$ cat src/rtl/multi_pwm_gen_pkg.sv
// Shared state encoding and default sizing for the multi-channel PWM generator.
package multi_pwm_gen_pkg;

    localparam int unsigned CH_DEF    = 4;
    localparam int unsigned W_DEF     = 11;
    localparam int unsigned PRE_W_DEF = 16;

    typedef enum logic [1:0] {
        ST_IDLE = 2'd0,
        ST_RUN  = 2'd1,
        ST_DONE = 2'd2
    } state_t;

endpackage

$ cat src/rtl/multi_pwm_gen_if.sv
// Control/status bundle of the multi-channel PWM generator.
// master = controller side (drives requests/config), slave = generator side.
interface multi_pwm_gen_if
    import multi_pwm_gen_pkg::*;
#(
    parameter int unsigned CH    = CH_DEF,
    parameter int unsigned W     = W_DEF,
    parameter int unsigned PRE_W = PRE_W_DEF
);

    logic              st;
    logic              stop;
    logic              mode;
    logic [PRE_W-1:0]  NTclk;
    logic [CH*W-1:0]   N;
    logic [CH*W-1:0]   MT;
    logic [CH*W-1:0]   PH;
    logic              ceo;
    logic [CH-1:0]     PW;
    logic [CH-1:0]     TC;
    logic [CH*W-1:0]   q;
    logic              busy;

    modport master (
        output st, stop, mode, NTclk, N, MT, PH,
        input  ceo, PW, TC, q, busy
    );

    modport slave (
        input  st, stop, mode, NTclk, N, MT, PH,
        output ceo, PW, TC, q, busy
    );

endinterface

$ cat src/rtl/multi_pwm_gen_pwm_chan.sv
// One PWM channel: phase-loaded tick counter, width compare and period-end strobe.
// Optional feature: MULTI_PWM_GEN_SHADOW_EN holds period/width in shadow
// registers refreshed at start and at each period end of this channel.
module pwm_chan #(
    parameter int unsigned W = 11
) (
    input  logic         clk,
    input  logic         rst,
    input  logic         i_start,
    input  logic         i_run,
    input  logic         i_ceo,
    input  logic [W-1:0] i_n,
    input  logic [W-1:0] i_mt,
    input  logic [W-1:0] i_ph,
    output logic [W-1:0] o_q,
    output logic         o_pw,
    output logic         o_tc
);

    logic [W-1:0] r_q;
    logic [W-1:0] w_n;
    logic [W-1:0] w_mt;
    logic         w_en;
    logic         w_last;

`ifdef MULTI_PWM_GEN_SHADOW_EN
    logic [W-1:0] r_n_sh;
    logic [W-1:0] r_mt_sh;

    // Shadow period/width; phase is only consumed by the start load, which
    // already takes the live value being captured, so it needs no copy.
    always_ff @(posedge clk) begin
        if (!rst) begin
            r_n_sh  <= '0;
            r_mt_sh <= '0;
        end else if (i_start || o_tc) begin
            r_n_sh  <= i_n;
            r_mt_sh <= i_mt;
        end
    end

    assign w_n  = r_n_sh;
    assign w_mt = r_mt_sh;
`else
    assign w_n  = i_n;
    assign w_mt = i_mt;
`endif

    // Compare decode; >= on the wrap recovers if the period shrinks below q
    always_comb begin
        w_en   = (w_n != '0);
        w_last = w_en && (r_q >= (w_n - W'(1)));
        o_tc   = i_ceo && w_last;
        o_pw   = i_run && w_en && (r_q < w_mt);
        o_q    = r_q;
    end

    // Counter: phase load on start, advance on tick, hold otherwise
    always_ff @(posedge clk) begin
        if (!rst) begin
            r_q <= '0;
        end else if (i_start) begin
            r_q <= (i_ph >= i_n) ? '0 : i_ph;
        end else if (i_ceo) begin
            r_q <= (w_last || !w_en) ? '0 : r_q + W'(1);
        end
    end

endmodule

$ cat src/rtl/multi_pwm_gen.sv
// Multi-channel PWM generator: shared tick prescaler + IDLE/RUN/DONE sequencer
// driving CH pwm_chan instances. Optional feature: MULTI_PWM_GEN_SHADOW_EN
// (shadowed period/width per channel, see pwm_chan).
module multi_pwm_gen
    import multi_pwm_gen_pkg::*;
#(
    parameter int unsigned CH    = CH_DEF,
    parameter int unsigned W     = W_DEF,
    parameter int unsigned PRE_W = PRE_W_DEF
) (
    input  logic            clk,
    input  logic            rst,
    multi_pwm_gen_if.slave  bus
);

    state_t           r_state;
    state_t           w_next;
    logic [PRE_W-1:0] r_pre;
    logic             w_run;
    logic             w_start;
    logic             w_ceo;
    logic [CH-1:0]    w_pw;
    logic [CH-1:0]    w_tc;
    logic [CH*W-1:0]  w_q;

    // State register
    always_ff @(posedge clk) begin
        if (!rst) begin
            r_state <= ST_IDLE;
        end else begin
            r_state <= w_next;
        end
    end

    // Next-state: stop beats st; st only honoured in IDLE
    always_comb begin
        w_next = r_state;
        case (r_state)
            ST_IDLE: if (bus.st && !bus.stop) w_next = ST_RUN;
            ST_RUN: begin
                if (bus.stop)                 w_next = ST_IDLE;
                else if (bus.mode && w_tc[0]) w_next = ST_DONE;
            end
            ST_DONE: w_next = ST_IDLE;
            default: w_next = ST_IDLE;
        endcase
    end

    // State decode; tick is masked during reset so an aborted run emits no TC
    always_comb begin
        w_run   = (r_state == ST_RUN);
        w_start = (r_state == ST_IDLE) && (w_next == ST_RUN);
        w_ceo   = w_run && rst && (r_pre == bus.NTclk);
    end

    // Prescaler counts 0..NTclk while running, parked at 0 otherwise
    always_ff @(posedge clk) begin
        if (!rst) begin
            r_pre <= '0;
        end else if (w_run && (w_next == ST_RUN)) begin
            r_pre <= w_ceo ? '0 : r_pre + PRE_W'(1);
        end else begin
            r_pre <= '0;
        end
    end

    for (genvar g = 0; g < CH; g++) begin : g_chan
        pwm_chan #(.W(W)) u_chan (
            .clk     (clk),
            .rst     (rst),
            .i_start (w_start),
            .i_run   (w_run),
            .i_ceo   (w_ceo),
            .i_n     (bus.N[g*W +: W]),
            .i_mt    (bus.MT[g*W +: W]),
            .i_ph    (bus.PH[g*W +: W]),
            .o_q     (w_q[g*W +: W]),
            .o_pw    (w_pw[g]),
            .o_tc    (w_tc[g])
        );
    end

    assign bus.ceo  = w_ceo;
    assign bus.PW   = w_pw;
    assign bus.TC   = w_tc;
    assign bus.q    = w_q;
    assign bus.busy = w_run;

endmodule

$ cat src/flat_wrapper.sv
// flat-port wrapper written by rule: the top's interface ports become plain ports
module multi_pwm_gen_flat import multi_pwm_gen_pkg::*;
#(
    parameter int unsigned CH    = CH_DEF,
    parameter int unsigned W     = W_DEF,
    parameter int unsigned PRE_W = PRE_W_DEF
)
  (clk, rst, bus_st, bus_stop, bus_mode, bus_NTclk, bus_N, bus_MT, bus_PH, bus_ceo, bus_PW, bus_TC, bus_q, bus_busy);
  multi_pwm_gen_if #(.CH(CH), .W(W), .PRE_W(PRE_W)) bus_i ();
  input  logic clk;
  input  logic rst;
  input wire logic [$bits(bus_i.st)-1:0] bus_st;
  input wire logic [$bits(bus_i.stop)-1:0] bus_stop;
  input wire logic [$bits(bus_i.mode)-1:0] bus_mode;
  input wire logic [$bits(bus_i.NTclk)-1:0] bus_NTclk;
  input wire logic [$bits(bus_i.N)-1:0] bus_N;
  input wire logic [$bits(bus_i.MT)-1:0] bus_MT;
  input wire logic [$bits(bus_i.PH)-1:0] bus_PH;
  output wire logic [$bits(bus_i.ceo)-1:0] bus_ceo;
  output wire logic [$bits(bus_i.PW)-1:0] bus_PW;
  output wire logic [$bits(bus_i.TC)-1:0] bus_TC;
  output wire logic [$bits(bus_i.q)-1:0] bus_q;
  output wire logic [$bits(bus_i.busy)-1:0] bus_busy;
  assign bus_i.st = bus_st;
  assign bus_i.stop = bus_stop;
  assign bus_i.mode = bus_mode;
  assign bus_i.NTclk = bus_NTclk;
  assign bus_i.N = bus_N;
  assign bus_i.MT = bus_MT;
  assign bus_i.PH = bus_PH;
  assign bus_ceo = bus_i.ceo;
  assign bus_PW = bus_i.PW;
  assign bus_TC = bus_i.TC;
  assign bus_q = bus_i.q;
  assign bus_busy = bus_i.busy;
  multi_pwm_gen #(.CH(CH), .W(W), .PRE_W(PRE_W)) u_core (.clk(clk), .rst(rst), .bus(bus_i));
endmodule
$ cat config.mk
export PLATFORM = sky130hd
export DESIGN_NAME = multi_pwm_gen_flat
export DESIGN_NICKNAME = d
export VERILOG_FILES = /design/src/rtl/multi_pwm_gen_pkg.sv /design/src/rtl/multi_pwm_gen_if.sv /design/src/rtl/multi_pwm_gen_pwm_chan.sv /design/src/rtl/multi_pwm_gen.sv /design/src/flat_wrapper.sv
export SDC_FILE = /design/constraint.sdc
export NUM_CORES = 1
export LEC_CHECK = 0
export ABC_AREA = 0
export BUFFER_PORTS_ARGS = -buffer_cell sky130_fd_sc_hd__buf_2
export CAP_MARGIN = 20
export CORE_ASPECT_RATIO = 1.25
export CORE_UTILIZATION = 45
export CTS_BUF_LIST = sky130_fd_sc_hd__clkbuf_16
export DETAILED_ROUTE_END_ITERATION = 10
export HOLD_SLACK_MARGIN = 0.03
export PLACE_DENSITY = 0.71
export SLEW_MARGIN = 15
export SYNTH_ARGS = -nofsm -noshare
export SYNTH_HDL_FRONTEND = slang
export SYNTH_SLANG_ARGS = --single-unit
$ cat constraint.sdc
create_clock -name clk -period 12.82 [get_ports clk]
set_clock_uncertainty 0.05 [all_clocks]
set_input_delay 3.205 -clock clk [delete_from_list [all_inputs] [get_ports clk]]
set_output_delay 3.205 -clock clk [all_outputs]
set_load 0.005 [all_outputs]
# Word-level counts from Yosys, hierarchy flattened
# Cells that the tools add are included.
# Widths: inputs -> output; s select.
# totals
ff_bits	62
latchBits	0
ram_bits	0
romBits	0
output_inout_bits	54
elab_cells	90
n_memories	0
# classes
n_addsub	9
multipliers	0
n_div	0
n_lt_le_gt_ge	12
n_eq_ne	3
n_shift	0
n_mux	20
bitwise	2
n_reduce_logical	38
# op_table
operator	n
$mux 11	16
$ge 11x11->1	8
$add 11x1->11 const B	4
$lt 11x11->1	4
$reduce_bool 11->1	4
$sub 11x1->11 const B	4
$logic_and 1x1->1	22
$add 16x1->16 const B	1
$eq 16x16->1	1
$mux 2	3
$logic_not 1->1	5
$eq 2x1->1 const B	2
$logic_or 1x1->1	4
$pmux 2 s2	1
$reduce_or 3->1	1
$logic_not 2->1	1
$not 1->1	2
$reduce_bool 2->1	1

# Depth between registers and ports, before layout
# logic_depth
depth_word	12
ltp_mapped	15

# Cells and area by module
# A second synthesis with hierarchy kept.
# hier_totals
cells_unflattened	952
hier_area_um2	7423.4
# modules_own_cells
module	instances	cells_per_inst	area_per_inst_um2	seq_area_each_um2
pwm_chan	4	211	1617.8	220.2
multi_pwm_gen	1	108	952.2	360.3

# Worst setup path after synthesis
# OpenSTA, ideal clock, no wires.
# synth_path
kind	input-to-output
startpoint	input port bus_N[22]
endpoint	output port bus_TC[2]
t_arrival_ns	5.853
path_slack_ns	3.712
cell_stages	13
cell_sequence	inv_1 -> ha_1 -> nand2_1 -> nor4_1 -> clkbuf_1 -> nor2_1 -> ha_1 -> a211oi_1 -> nand2_1 -> a2111oi_0 -> a221oi_2 -> nor3b_1 -> buf_4
# synth_between
elab_chain_cells	4
elab_cells_between_ends	5
cone_classes	1 x add/sub; 1 x order compare; 3 x reduce/logical
# synth_lines
item	line	source
start: declaration	flat_wrapper.sv:16	input wire logic [$bits(bus_i.N)-1:0] bus_N;
$sub 11x1->11	multi_pwm_gen_pwm_chan.sv:52	w_last = w_en && (r_q >= (w_n - W'(1)));
$ge 11x11->1	multi_pwm_gen_pwm_chan.sv:52	
$logic_and 1x1->1 (*)	multi_pwm_gen_pwm_chan.sv:52	
$logic_and 1x1->1 (*)	multi_pwm_gen_pwm_chan.sv:53	o_tc = i_ceo && w_last;
end: declaration	flat_wrapper.sv:21	output wire logic [$bits(bus_i.TC)-1:0] bus_TC;
# Mark *: on every way between the ends. The rest lies on a longest branch, timed or not.

# Worst setup path after layout
# Ends and elaborated chain as after synthesis.

==> out/summary.txt <==
status -> completed
CTS Sinks -> 62
Via density -> 5.43
First-pass DRT Iterations -> 5
crit path kind -> in2out
Final Hold Vio Count -> 0
CORE AREA -> 0.0156 mm2
Synth async-reset ratio -> 0
total gr overflow -> 0
synth-to-layout area growth -> 20.5%
Initial Utilization -> 0.458
nets -> 1,416
GRT Overall Usage -> 0.246
maximum vdd ir drop -> 0.0000505 V
CP Data Arrival Time -> 6.59 ns
TNS Setup -> 0 ns
Detailed Route Iter0 Violations -> 299
clock slew at reported path FFs -> 0.06 ns
mapped cell area -> 0.00714 mm2
die footprint -> 0.0164 mm2
H-tree depth -> 3
sequential power share -> 0.352
antenna violations before repair -> 3
Synth Warn # -> 0
RR Endpoint -> u_core.g_chan[0].u_chan.o_q[2]
clk buf depth -> 2
RSZ-0062 raised after global routing -> false
antenna viol nets, final -> 0
FF-to-FF Start -> u_core.r_state[1]
Comb pwr share -> 0.258
Clock power frac -> 0.390
Slew headroom -> 0.314
Chip Width -> 115 um
f_max -> 102 MHz
CP max FO -> 11
Lkg Pwr -> 4.33 nW
Crit. End Element -> output port
reg2reg path depth -> 8
MaxCap Viol Count -> 0
Hold Buf Count CTS -> 0
DRC -> 0
placed insts -> 1,327
gpl congestion -> 0.831
origin of the worst setup path -> bus_N[22]
R2R setup slack -> 9.92 ns
cell count after synthesis -> 935
#FFs+latches synth -> 62
vias in the first global route -> 6,771
internal power -> 0.000426 W
post-CTS setup buffers -> 0
Site Rows -> 51
Psw -> 0.000194 W
min Tclk post-route -> 9.84 ns
Syn Nets -> 1,225
worst-margin pin slew -> 1.02 ns
vias post-DR -> 7,297
Yosys cell types -> 56
hold crit path type -> reg2reg
CTS buffer count -> 9
Layout Cells excl Fill -> 1,344
Syn Area/Cell -> 7.63 um2
Die Ht -> 143 um
Slew Viols, Final -> 0
post-synthesis sequential area ratio -> 0.174
first-pass GRT wire length -> 31,900 um
Main synth FF type -> dfxtp_1
Switching Fraction -> 0.313
CTS tree -> built
WP data required -> 9.56 ns
share of cells above drive strength 1 -> 0.209
num ports -> 207
Final Cycle Share -> 0.768
Worst-Skew Late Latency -> 0.33 ns
Setup violations, final -> 0
total wire length -> 20,300 um
IO Port Bufs -> 206
cell area power density -> 72.1 mW/mm2
Root Driver -> clkbuf_16
Final HPWL DP -> 16,700 um
WL/cell -> 15.1 um
Critical Path Source Type -> primary input
Post-synth EDFFs -> 0
pin count of the biggest net entering global routing -> 17
crit path capture -> bus_TC[2]
Post-CTS Resized -> 0
==> logic make-up (layout without fill, tap and decap cells) <==
family	Yosys count	after routing	share of synthesized area
AOI/OAI and AO/OA	212	212	0.198
xor gates and xnor gates	63	63	0.0773
adders and majority gates	137	137	0.240
buffers and inverters	137	333	0.0775
DFF	62	62	0.174
other	0	1	0
and+or+nand+nor	324	324	0.233
==> sequential cells by signal, summed over array words and instances (netlist names) <==
signal                    cells
u_core.g_chan.u_chan.o_q     44
u_core.r_state                2
u_core.r_pre                 16
==> layout by cell type, fill, tap and decap left out, types with 10 or more instances in the layout <==
| cell | n |
|---|---|
| nor4_1 | 12 |
| a221o_1 | 15 |
| o21ai_0 | 58 |
| nor2_1 | 72 |
| a21oi_1 | 38 |
| a22oi_1 | 22 |
| and2_1 | 15 |
| xor2_1 | 10 |
| inv_1 | 110 |
| nand2_1 | 69 |
| o21ai_1 | 11 |
| nor3_1 | 28 |
| ha_1 | 137 |
| a21o_1 | 12 |
| nand4_1 | 15 |
| dfxtp_1 | 62 |
| and3_1 | 20 |
| xnor2_1 | 53 |
| nand3_1 | 47 |
| buf_2 | 206 |
==> cell type report <==
type                       instances  area, um2
clock inverter                     7       65.1
timing repair buffer             207       1040
antenna                            1       2.50
inverter                         110        413
fill                            1581       6970
multi-input combinational        736       5350
clock buffer                       9        225
tap                              212        265
sequential                        62       1240
==> synthesized netlist by cell type (17+ instances only) <==
library cell	count	area share
nor2_1	72	0.038
a21oi_1	38	0.027
nor3_1	28	0.020
ha_1	137	0.24
a22oi_1	22	0.023
inv_1	110	0.058
and3_1	20	0.018
dfxtp_1	62	0.17
nand2_1	69	0.036
o21ai_0	58	0.041
clkbuf_1	17	0.0089
xnor2_1	53	0.065
nand3_1	47	0.033
==> power by group through the flow <==
stage | clock, W | combinational (W) | sequential [W]
finish | 0.000242 | 0.000160 | 0.000218
global route | 0.000254 | 0.000183 | 0.000220
CTS | 0.000246 | 0.000160 | 0.000218
detailed placement | 0 | 0.000159 | 0.000222
global placement | 0 | 0.000156 | 0.000222
floorplan | 0 | 0.0000974 | 0.000217
==> critical path, stage by stage <==
cell and delay (ns):
buf_2 0.12, inv_1 0.10, ha_1 0.21, nand2_1 0.14, nor4_2 0.83, nor2_1 0.09, ha_1 0.32, a211oi_1 0.28
nand2_1 0.10, a2111oi_0 0.55, a221oi_2 0.26, nor3b_1 0.20, buf_2 0.19
==> per-stage QoR <==
stage	util	cell area, um2	setup slack, ns	hold slack (ns)	total power [W]
finish	0.552	8600	2.98	0.458	0.000620
global route	0.552	8600	2.74	0.512	0.000657
CTS	0.552	8600	2.98	0.462	0.000624
detailed placement	0.533	8310	3.01	0.447	0.000381
global placement	0.533	8310	3.17	0.439	0.000378
floorplan	-	7140	3.71	0.420	0.000314
==> routing by layer <==
| layer | global-route usage | wire [um] | vias to the layer above |
|---|---|---|---|
| li1 | - | - | 3733 |
| met1 | 0.277 | 8440 | 3332 |
| met2 | 0.462 | 10300 | 200 |
| met3 | 0.0467 | 1280 | 28 |
| met4 | 0.0779 | 278 | 4 |
| met5 | 0 | 27 | - |
==> worst min path at each step <==
stage,from,to,slack [ns],cells past startpoint
final,u_core.r_pre[15],u_core.r_pre[15],0.46,2
after global routing,u_core.r_pre[15],u_core.r_pre[15],0.51,2
after CTS,u_core.r_pre[15],u_core.r_pre[15],0.46,2
after detailed placement,u_core.r_pre[15],u_core.r_pre[15],0.45,2
after global placement,u_core.r_pre[15],u_core.r_pre[15],0.44,2
after floorplan,u_core.r_pre[15],u_core.r_pre[15],0.42,2
Note: power is estimated with default switching activity, not from simulation.
